`src/rtl/byte_serial_add_ctrl.sv`:
```
// Multi-cycle WIDTH-bit adder that ripples one SLICE-bit slice per clock under a valid/ready handshake.
// Optional subtraction (sub port) is enabled by defining BYTE_SERIAL_ADD_SUB_EN.
module byte_serial_add_ctrl #(
  parameter int WIDTH = 64,
  parameter int SLICE = 8
) (
  input  logic             clk,
  input  logic             rst,
  input  logic             in_valid,
  output logic             in_ready,
  input  logic [WIDTH-1:0] a,
  input  logic [WIDTH-1:0] b,
  input  logic             cin,
`ifdef BYTE_SERIAL_ADD_SUB_EN
  input  logic             sub,
`endif
  output logic             out_valid,
  input  logic             out_ready,
  output logic [WIDTH-1:0] sum,
  output logic             cout,
  output logic             busy
);

  localparam int N  = WIDTH / SLICE;
  localparam int CW = (N > 1) ? $clog2(N) : 1;
  localparam logic [CW-1:0] LAST = CW'(N - 1);

  localparam logic [1:0] S_IDLE = 2'd0;
  localparam logic [1:0] S_RUN  = 2'd1;
  localparam logic [1:0] S_DONE = 2'd2;

  logic [1:0]       r_state;
  logic [CW-1:0]    r_cnt;
  logic [WIDTH-1:0] r_a;
  logic [WIDTH-1:0] r_b;
  logic [WIDTH-1:0] r_sum;
  logic             r_carry;
  logic             r_cout;

  logic [WIDTH-1:0] w_b_in;
  logic             w_cin_in;
  logic [31:0]      w_base;
  logic [SLICE-1:0] w_a_slice;
  logic [SLICE-1:0] w_b_slice;
  logic [SLICE:0]   w_slice_sum;

  // Subtraction is folded in at capture time: a - b == a + ~b + 1.
`ifdef BYTE_SERIAL_ADD_SUB_EN
  assign w_b_in   = sub ? ~b : b;
  assign w_cin_in = sub ? 1'b1 : cin;
`else
  assign w_b_in   = b;
  assign w_cin_in = cin;
`endif

  assign w_base      = 32'(r_cnt) * 32'(SLICE);
  assign w_a_slice   = r_a[w_base +: SLICE];
  assign w_b_slice   = r_b[w_base +: SLICE];
  assign w_slice_sum = {1'b0, w_a_slice} + {1'b0, w_b_slice} + {{SLICE{1'b0}}, r_carry};

  always_ff @(posedge clk or posedge rst) begin
    if (rst) begin
      r_state <= S_IDLE;
      r_cnt   <= '0;
      r_a     <= '0;
      r_b     <= '0;
      r_sum   <= '0;
      r_carry <= 1'b0;
      r_cout  <= 1'b0;
    end else begin
      case (r_state)
        S_IDLE: begin
          if (in_valid) begin
            r_a     <= a;
            r_b     <= w_b_in;
            r_carry <= w_cin_in;
            r_cnt   <= '0;
            r_state <= S_RUN;
          end
        end
        S_RUN: begin
          r_sum[w_base +: SLICE] <= w_slice_sum[SLICE-1:0];
          r_carry                <= w_slice_sum[SLICE];
          r_cnt                  <= r_cnt + CW'(1);
          if (r_cnt == LAST) begin
            r_cout  <= w_slice_sum[SLICE];
            r_state <= S_DONE;
          end
        end
        S_DONE: begin
          if (out_ready) begin
            r_state <= S_IDLE;
          end
        end
        default: r_state <= S_IDLE;
      endcase
    end
  end

  assign in_ready  = (r_state == S_IDLE);
  assign busy      = (r_state != S_IDLE);
  assign out_valid = (r_state == S_DONE);
  assign sum       = r_sum;
  assign cout      = r_cout;

endmodule

```
`config.mk`:
```
export PLATFORM = sky130hd
export DESIGN_NAME = byte_serial_add_ctrl
export DESIGN_NICKNAME = d
export VERILOG_FILES = /design/src/rtl/byte_serial_add_ctrl.sv
export SDC_FILE = /design/constraint.sdc
export NUM_CORES = 1
export LEC_CHECK = 0
export CAP_MARGIN = 10
export CORE_UTILIZATION = 50
export DETAILED_ROUTE_END_ITERATION = 10
export GPL_TIMING_DRIVEN = 0
export PLACE_DENSITY = 0.79
export SLEW_MARGIN = 20
export SYNTH_ARGS = -nofsm -noshare
export SYNTH_HDL_FRONTEND = slang
export SYNTH_SLANG_ARGS = --single-unit
```
`constraint.sdc`:
```
create_clock -name clk -period 10.27 [get_ports clk]
set_input_delay 2.054 -clock clk [delete_from_list [all_inputs] [get_ports clk]]
set_output_delay 2.054 -clock clk [all_outputs]
set_load 0.01 [all_outputs]
```
### Word level (Yosys, flattened, before mapping)

Index checks and enable logic that the tools add are counted.

* $add $sub $neg: 4
* eq/ne operators: 6
* shift operators: 4
* muxes and demuxes: 9
* reduce and logical (&&, ||, !) cells: 7

Operators by type and width (count)
* 64-bit by 7-bit variable part select with 8-bit output: 2
* 64-bit bitwise mux: 1
* 8-bit by 34-bit variable shift with 64-bit output, first input constant: 1
* 8-bit by 34-bit variable part select with 64-bit output: 1
* 6-bit negator with 34-bit output: 1
* 8-bit by 8-bit adder with 9-bit output: 1
* 9-bit by 1-bit adder with 9-bit output: 1
* 2-bit 2-to-1 mux: 3
* 2-bit one-hot mux with 3 select lines: 1
* 3-bit one-hot mux with 2 select lines: 1
* 2-bit AND reduction: 3
* 2-bit inequality test, second input constant: 2
* 2-bit nonzero test: 2
* 3-bit by 1-bit adder with 3-bit output, second input constant: 1
* 3-bit == test, second input constant: 1
* 3-bit 2-to-1 mux: 1
* 3-bit AND reduction: 1
* 2-bit by 1-bit == test with 1-bit output, second input constant: 1
* 2-bit == test, second input constant: 1
* 2-bit logical NOT: 1
* 2-bit by 1-bit inequality test with 1-bit output, second input constant: 1
* 1-bit one-hot mux with 2 select lines: 1
* 1-bit 2-to-1 mux: 1

* flip-flop bits (word level): 199
* bits of input ports: 133
* output and inout bits: 68
* logic and storage cells: 37

### Depth between registers and ports, before layout

Gate-level depths: netlist of run 1.

* word-level depth: 5
* mapped depth: 13
* gate-level depth less buffers: 10

### Least setup slack after synthesis of run 1

Ideal clock, no wire load.

* kind: register to register
* start point: reg r_cnt[0]
* end point: reg r_sum[28] (netlist: sum[28])
* library setup time: 0.095 ns
* arrival time: 3.341 ns
* required time: 10.175 ns
* setup slack: 6.834 ns
* stages on the path, launching flop included: 14
* path buffers: 3
* period minus slack after synthesis: 3.436 ns
* cell sequence: dfrtp_1 buf_4 buf_4 mux4_2 nand2_1 nand2_1 fa_1 fa_1 a21o_1 a21oi_1 xor2_1 or2_1 clkbuf_1 o31ai_1

* longest elaborated chain between the ends: 5

RTL lines
* from (decl): RTL line 33 `logic [CW-1:0] r_cnt;`
* from (signal assigned): RTL line 84 `r_cnt <= r_cnt + CW'(1);`
* 64-bit by 7-bit variable part select with 8-bit output, on equally long branches: RTL line 57, 58
* 8-bit by 8-bit adder with 9-bit output: RTL line 59 `assign w_slice_sum = {1'b0, w_a_slice} + {1'b0, w_b_slice} + {{SLICE{1'b0}}, r_carry};`
* 9-bit by 1-bit adder with 9-bit output: RTL line 59
* 8-bit by 34-bit variable part select with 64-bit output: RTL line 82 `r_sum[w_base +: SLICE] <= w_slice_sum[SLICE-1:0];`
* 64-bit bitwise mux *: RTL line 82
* to (signal, indexed assignment): RTL line 82
* to (decl): RTL line 36 `logic [WIDTH-1:0] r_sum;`

Every way passes the cells marked *; elsewhere a longest branch is shown, timed or not.
A chain may end at the register's enable or synchronous reset.

### Worst setup path in the final report of run 1

* start point: reg r_cnt[1]
* end point: reg r_sum[38] (netlist: sum[38])

Same word-level chain as after synthesis.

==> results of run 1 <==
cell type report:
cell class / instances / area [um2] / area share, %
Sequential cell: 199 / 4980 / 40.2
Multi-Input combinational cell: 428 / 4190 / 33.8
Timing Repair Buffer: 201 / 2030 / 16.4
Clock buffer: 21 / 450 / 3.63
Buffer: 37 / 318 / 2.56
Tap cell: 234 / 293 / 2.36
Clock inverter: 9 / 93.8 / 0.757
Inverter: 11 / 48.8 / 0.393
metrics by stage:
stage          total power, mW  hold WS (ns)  area [um2]
2_1_floorplan             2.97         0.475        9530
3_3_place_gp              3.71         0.463       11800
3_5_place_dp              3.78         0.470       11900
4_1_cts                   4.43         0.486       12400
5_1_grt                   4.67         0.508       12400
6_report                  4.42         0.482       12400
worst max path at each step:
stage	endpoint	startpoint	slack [ns]	depth (start not counted)
5_1_grt	sum[6]	r_cnt[1]	5.61	11
6_report	sum[38]	r_cnt[1]	5.81	11
3_3_place_gp	r_b[25]	rst	0.34	2
3_5_place_dp	sum[38]	r_cnt[1]	5.86	11
4_1_cts	sum[62]	r_cnt[1]	5.84	11
2_1_floorplan	cout	rst	2.79	1
cells by family (layout without fill, tap and decap cells):
family	Yosys count	after routing	synth area share, %
flops	199	199	52.3
mux	169	169	28.4
simple gates	158	158	7.58
compound gates	80	80	5.23
buf+inv	48	279	3.77
fa+ha+maj	16	16	2.26
xor+xnor	5	5	0.460
flip-flops by register name, indices dropped and copies added, names as in the netlist:
| name | count |
|---|---|
| cout | 1 |
| r_a | 64 |
| r_b | 64 |
| r_carry | 1 |
| r_cnt | 3 |
| r_state | 2 |
| sum | 64 |
power groups by stage:
stage / registers [mW] / logic (mW) / clock network [mW]
6_report: 1.36 / 2.43 / 0.636
5_1_grt: 1.39 / 2.60 / 0.674
4_1_cts: 1.36 / 2.43 / 0.642
3_5_place_dp: 1.36 / 2.42 / 0
3_3_place_gp: 1.35 / 2.37 / 0
2_1_floorplan: 1.33 / 1.64 / 0
worst max-delay path, delay by kind of cell, from the launching register on:
kind / cells / cell delay [ns]
fa+ha+maj: 2 / 0.87
xor+xnor: 1 / 0.84
buf+inv: 2 / 0.83
compound gates: 3 / 0.67
mux: 1 / 0.46
flops: 1 / 0.43
simple gates: 2 / 0.19
cell usage in the layout, fill, tap and decap left out, types with 7 or more instances in the layout:
master	instances
sky130_fd_sc_hd__o21ai_0	34
sky130_fd_sc_hd__buf_8	11
sky130_fd_sc_hd__nor2_1	17
sky130_fd_sc_hd__inv_1	8
sky130_fd_sc_hd__a22o_1	8
sky130_fd_sc_hd__clkbuf_16	17
sky130_fd_sc_hd__clkbuf_1	10
sky130_fd_sc_hd__nand3_1	7
sky130_fd_sc_hd__mux2_4	120
sky130_fd_sc_hd__o21ai_1	15
sky130_fd_sc_hd__clkdlybuf4s50_1	200
sky130_fd_sc_hd__buf_2	11
sky130_fd_sc_hd__ha_1	14
sky130_fd_sc_hd__mux2_2	14
sky130_fd_sc_hd__nand2_1	112
sky130_fd_sc_hd__mux4_2	32
sky130_fd_sc_hd__dfrtp_1	199
layer usage:
metal,track usage (%),up-vias
met4,6.77,0
li1,-,2825
met1,32.8,3118
met3,4.62,24
met5,0,-
met2,41.2,219
==> flow_metrics.tcl, run 1 <==
set metrics [dict create \
    setup_tns_ns 0 \
    die_area_um2 19600 \
    number_of_antenna_violations_at_the_first_check_in_global_routing 0 \
    clock_tree_root "sky130_fd_sc_hd__clkbuf_16" \
    syn_nets 824 \
    clk_pin_slew_worst_paths_ns 0.07 \
    synth_top_cells_by_count "sky130_fd_sc_hd__dfrtp_1, sky130_fd_sc_hd__mux2_4, sky130_fd_sc_hd__nand2_1" \
    postRouteWirelength_um 22700 \
    critical_path.cell_chain "buf_2 > clkbuf_1 > mux4_2 > nand2_1 > nand2_1 > fa_1 > fa_1 > a21o_1 > a221oi_2 > xor2_1 > o21ai_1" \
    grt_pass1_wl_um 36100 \
    core.rowCount 50 \
    boundaryPins 201 \
    cellLeakagePower_nw 5.45 \
    power_frac_comb_pct 54.9 \
    antenna_violating_nets_post_route 0 \
    worst_setup_path_start_kind "flop" \
    sequential_share_of_the_synthesized_area_pct 52.3 \
    critPathCaptureType "flop" \
    cts.hold.buffers_added 0 \
    worstReg2RegStart "r_cnt[1]" \
    hold_path.class "flop to flop" \
    syn_to_layout_area_delta_pct 30.2 \
    post-synth-top-count-cell "sky130_fd_sc_hd__dfrtp_1" \
    synth-edff-count 0 \
    num_vias 6186 \
    peakVddDrop_mv 0.243 \
    first_global_vias 6528 \
    worstReg2RegEnd "sum[38]" \
    grtUsageTotal_pct 24.5 \
    layout_worst_path_cycle_share_pct 43.5 \
    clk-insertion-delay-late_ns 0.43 \
    maxUsedRoutingLayer "met4" \
    max_freq_mhz 224 \
    detail_route.drc_violations 0 \
    tightest_slew_ns 1.04 \
    vias_per_cell 5.43 \
    area_of_the_core_um2 18700 \
    power.switching_fraction_pct 40.0 \
    clk_path_buf_depth 2 \
    rsz0062_at_grt "false" \
    synth_area_um2 9530 \
    postSynth.asyncResetShare_pct 100 \
    fp.dieW_um 140 \
    finalHoldViolations 0 \
    max_stage_delay_ns 0.84 \
    outcome "complete, no violations" \
    crit_arrival_ns 4.74 \
    cts-buffers-inserted 17 \
    worstPathRequired_ns 10.54 \
    min-delay-start "sum[24]" \
    worst_hold_path.endpoint "sum[24]" \
    final.fill_count 1299 \
    antennaDiodeCount 0 \
    final_max_slew_viol_count 0 \
    ys_top_cells_by_area "sky130_fd_sc_hd__dfrtp_1, sky130_fd_sc_hd__mux2_4, sky130_fd_sc_hd__mux4_2" \
    met1Wirelength_um 9910 \
    dp_slack_ns 5.86 \
    synth_area_per_cell_um2 14.1 \
    h-tree-depth 4 \
    drive_gt1_share_pct 26.2 \
    crit_type "flop to flop" \
    finish.cell_count_without_fillers 1140 \
    globalRoute.totalOverflow 0 \
    clock_power_share_pct 14.4 \
    critPathSlowestCell "sky130_fd_sc_hd__xor2_1" \
    worst_slack_ns 5.81 \
    post_cts_buffers 0 \
    initial_utilization_pct 50.9 \
    grt_start_max_net_pins 104 \
    numPortBuffers 200 \
    post_synthesis_instance_total 675 \
    nNetsFinal 1044 \
    power.density_cell_area_nw_per_um2 357 \
    yosysUniqueCellTypes 50 \
    synth_top_area_share_pct 52.3 \
    gp_congestion 0.801 \
    cts.repair.resized 0 \
    number_of_stages_on_the_worst_hold_path 2 \
    avgRoutedWirePerCell_um 19.9 \
    synth-main-ff-cell "sky130_fd_sc_hd__dfrtp_1" \
    period_needed_ns 4.46 \
    synth_warnings 0 \
    critical_path_peak_fanout 10 \
    power_frac_seq_pct 30.7 \
    tritoncts_clock_tree "done" \
    drt_first_pass_iters 5 \
    clock_sink_count 199 \
    power.internal_mw 2.66 \
    setup_violations 0 \
    wl_met3_um 1170 \
    slew_headroom_pct 30.7 \
    placedCellCount 1110 \
    synthesis_stage_register_bit_count 199 \
    synth_largest_area_cell "sky130_fd_sc_hd__dfrtp_1" \
    dieHeight_um 140 \
    finClkSkew_ns 0.0123 \
    r2r_depth 11 \
    hpwl_um 16900 \
    first_iter_violations 407 \
    final_util_pct 66.3 \
    net-switching-power_mw 1.77 \
    max_cap_viol_count 0 \
    regToRegSetupSlack_ns 5.81 \
    met2_wirelength_um 11300 \
]
No activity file was read; power rests on OpenSTA's default activity.
==> run 2, diff against run 1 <==
--- a/config.mk
+++ b/config.mk
@@ -6,10 +6,10 @@
 export NUM_CORES = 1
 export LEC_CHECK = 0
 export CAP_MARGIN = 10
-export CORE_UTILIZATION = 50
+export CORE_UTILIZATION = 47
 export DETAILED_ROUTE_END_ITERATION = 10
 export GPL_TIMING_DRIVEN = 0
-export PLACE_DENSITY = 0.79
+export PLACE_DENSITY = 0.77
 export SLEW_MARGIN = 20
 export SYNTH_ARGS = -nofsm -noshare
 export SYNTH_HDL_FRONTEND = slang
==> constraint.sdc (replaced) <==
create_clock -name clk -period 3.6 [get_ports clk]
set_input_delay 0.72 -clock clk [delete_from_list [all_inputs] [get_ports clk]]
set_output_delay 0.72 -clock clk [all_outputs]
set_load 0.01 [all_outputs]
==> run 2 against run 1 <==
Maximum frequency up 29%. Power rose to 3.0 times the previous value. Cell count grew 3.6%. Setup slack lost 5.7 ns. Sequential power grew to 2.8 times the previous value. Via count shrank 0.81%. Core utilization down 1.4 points. Cell area rose by 2.9%. Non-clock buffer count increased by 8. Largest cell class unchanged.
==> flow_metrics.tcl, run 2 (same netlist as run 1, synthesis figures left out) <==
set metrics [dict create \
    outcome "complete, no violations" \
    worstReg2RegEnd "sum[30]" \
    antennaDiodeCount 0 \
    dieHeight_um 144 \
    finalHoldViolations 0 \
    rsz0062_at_grt "false" \
    clock_power_share_pct 15.3 \
    first_global_vias 6607 \
    critPathSlowestCell "sky130_fd_sc_hd__mux4_2" \
    power_frac_comb_pct 55.8 \
    tritoncts_clock_tree "done" \
    instance_area_after_placement_um2 12000 \
    power.switching_fraction_pct 38.9 \
    max_cap_viol_count 0 \
    grtUsageMet2_pct 39.7 \
    area_of_the_core_um2 19700 \
    gp_congestion 0.791 \
    drive_gt1_share_pct 28.5 \
    worst_setup_path_start_kind "flop" \
    detail_route.drc_violations 0 \
    postRouteWirelength_um 22900 \
    slew_headroom_pct 61.1 \
    critical_path.cell_chain "buf_12 > buf_12 > mux4_2 > nand2_1 > nand2_1 > fa_2 > fa_2 > a21o_1 > a221oi_4 > buf_4 > xor2_4 > buf_12 > o21ai_1" \
    grtUsageTotal_pct 23.7 \
    globalRouteMet1Util_pct 32.2 \
    grt_pass1_wl_um 36400 \
    peakVddDrop_mv 0.768 \
    grt_start_max_net_pins 36 \
    worstReg2RegStart "r_cnt[0]" \
    report.power.total_mw 13.4 \
    die_area_um2 20800 \
    core.rowCount 51 \
    net-switching-power_mw 5.21 \
    grt.met3_usage_pct 4.60 \
    finClkSkew_ns 0.00749 \
    power.internal_mw 8.20 \
    cellLeakagePower_nw 5.59 \
    numPortBuffers 200 \
    globalRoute.totalOverflow 0 \
    critPathCaptureType "flop" \
    r2r_depth 13 \
    power.density_cell_area_nw_per_um2 1050 \
    antenna_violating_nets_post_route 0 \
    max_stage_delay_ns 0.54 \
    period_needed_ns 3.45 \
    syn_to_layout_area_delta_pct 34.0 \
    tightest_slew_ns 0.582 \
    avgRoutedWirePerCell_um 19.4 \
    worst_slack_ns 0.146 \
    crit_type "flop to flop" \
    cts.hold.buffers_added 0 \
    final_max_slew_viol_count 0 \
    clk_pin_slew_worst_paths_ns 0.07 \
    layout_worst_path_cycle_share_pct 95.9 \
    num_vias 6136 \
    power_frac_seq_pct 28.9 \
    max_freq_mhz 290 \
    clk_path_buf_depth 2 \
    final.fill_count 1493 \
    finalInstanceArea_um2 12800 \
    mostFrequentLayoutCell "sky130_fd_sc_hd__clkdlybuf4s50_1" \
    clock_tree_root "sky130_fd_sc_hd__clkbuf_16" \
    nNetsFinal 1052 \
    drt_first_pass_iters 4 \
    first_iter_violations 302 \
    crit_arrival_ns 3.77 \
    dp_slack_ns -0.867 \
    worstPathRequired_ns 3.92 \
    vias_per_cell 5.20 \
    gr-max-usage-layer "met2" \
    critical_path_peak_fanout 10 \
    final_util_pct 64.9 \
    fp.dieW_um 144 \
    layout_common_cells "sky130_fd_sc_hd__clkdlybuf4s50_1, sky130_fd_sc_hd__dfrtp_1, sky130_fd_sc_hd__mux2_4" \
    clock_sink_count 199 \
    crit_start "r_cnt[0]" \
    regToRegSetupSlack_ns 0.15 \
    initial_utilization_pct 48.5 \
    boundaryPins 201 \
    clk-insertion-delay-late_ns 0.43 \
    min-delay-start "sum[24]" \
    cts-buffers-inserted 17 \
    hpwl_um 17600 \
    timing.critical_path.mode_cell "sky130_fd_sc_hd__buf_12" \
    crit_end "sum[30]" \
    number_of_antenna_violations_at_the_first_check_in_global_routing 0 \
    hold_path.class "flop to flop" \
    setup_violations 0 \
    h-tree-depth 4 \
]
==> run 2: power by group through the flow <==
| stage | clock network (mW) | logic [mW] | registers, mW |
|---|---|---|---|
| after floorplan | 0 | 4.69 | 3.79 |
| after global placement | 0 | 6.72 | 3.86 |
| after detailed placement | 0 | 6.88 | 3.89 |
| after CTS | 2.08 | 7.50 | 3.86 |
| after global routing | 2.16 | 8.05 | 3.99 |
| final | 2.05 | 7.48 | 3.87 |
==> run 2: how the worst min path moves through the flow <==
stage | end | slack (ns) | cells past startpoint
4_1_cts | sum[25] | 0.49 | 2
6_report | sum[24] | 0.48 | 2
3_3_place_gp | sum[5] | 0.46 | 2
2_1_floorplan | r_a[55] | 0.48 | 1
5_1_grt | sum[50] | 0.51 | 2
3_5_place_dp | sum[25] | 0.47 | 2
==> run 2: layout make-up <==
cell class	count	area, um2	share of cell area (%)
buffer	36	359	2.81
clock inverter	15	215	1.69
inverter	11	45.0	0.353
sequential	199	4980	39.0
timing repair buffer	210	2170	17.0
multi-input combinational	428	4230	33.2
clock buffer	17	425	3.33
tap	265	332	2.60
==> run 2: timing repair <==
item                                   in CTS  in global routing
setup endpoints to repair                  41                 25
endpoints found under the hold margin       0                  0
pin swaps                                   1                  0
buffers inserted                            4                  0
gates resized for setup                    18                  7
==> run 2: stage by stage <==
stage / setup TNS [ns] / std cells / hold WS (ns)
2_1_floorplan: 0 / 675 / 0.475
3_3_place_gp: -256.12 / 1140 / 0.462
3_5_place_dp: -16.44 / 1146 / 0.470
4_1_cts: 0 / 1181 / 0.487
5_1_grt: 0 / 1181 / 0.509
6_report: 0 / 1181 / 0.484
==> run 2: critical path, delay by kind of cell, from the launching register on <==
| family | cells | cell delay [ns] |
|---|---|---|
| adders and majority gates | 2 | 0.77 |
| muxes | 1 | 0.54 |
| xor gates and xnor gates | 1 | 0.18 |
| AOI/OAI and AO/OA | 3 | 0.56 |
| and+or+nand+nor | 2 | 0.20 |
| DFF | 1 | 0.42 |
| buffers and inverters | 4 | 0.65 |
==> run 2: metal layers <==
layer / routed length (um) / part of all wire (%)
met1: 10100 / 44
met2: 11400 / 50
met3: 1240 / 5.4
met4: 142 / 0.62
met5: 0 / 0
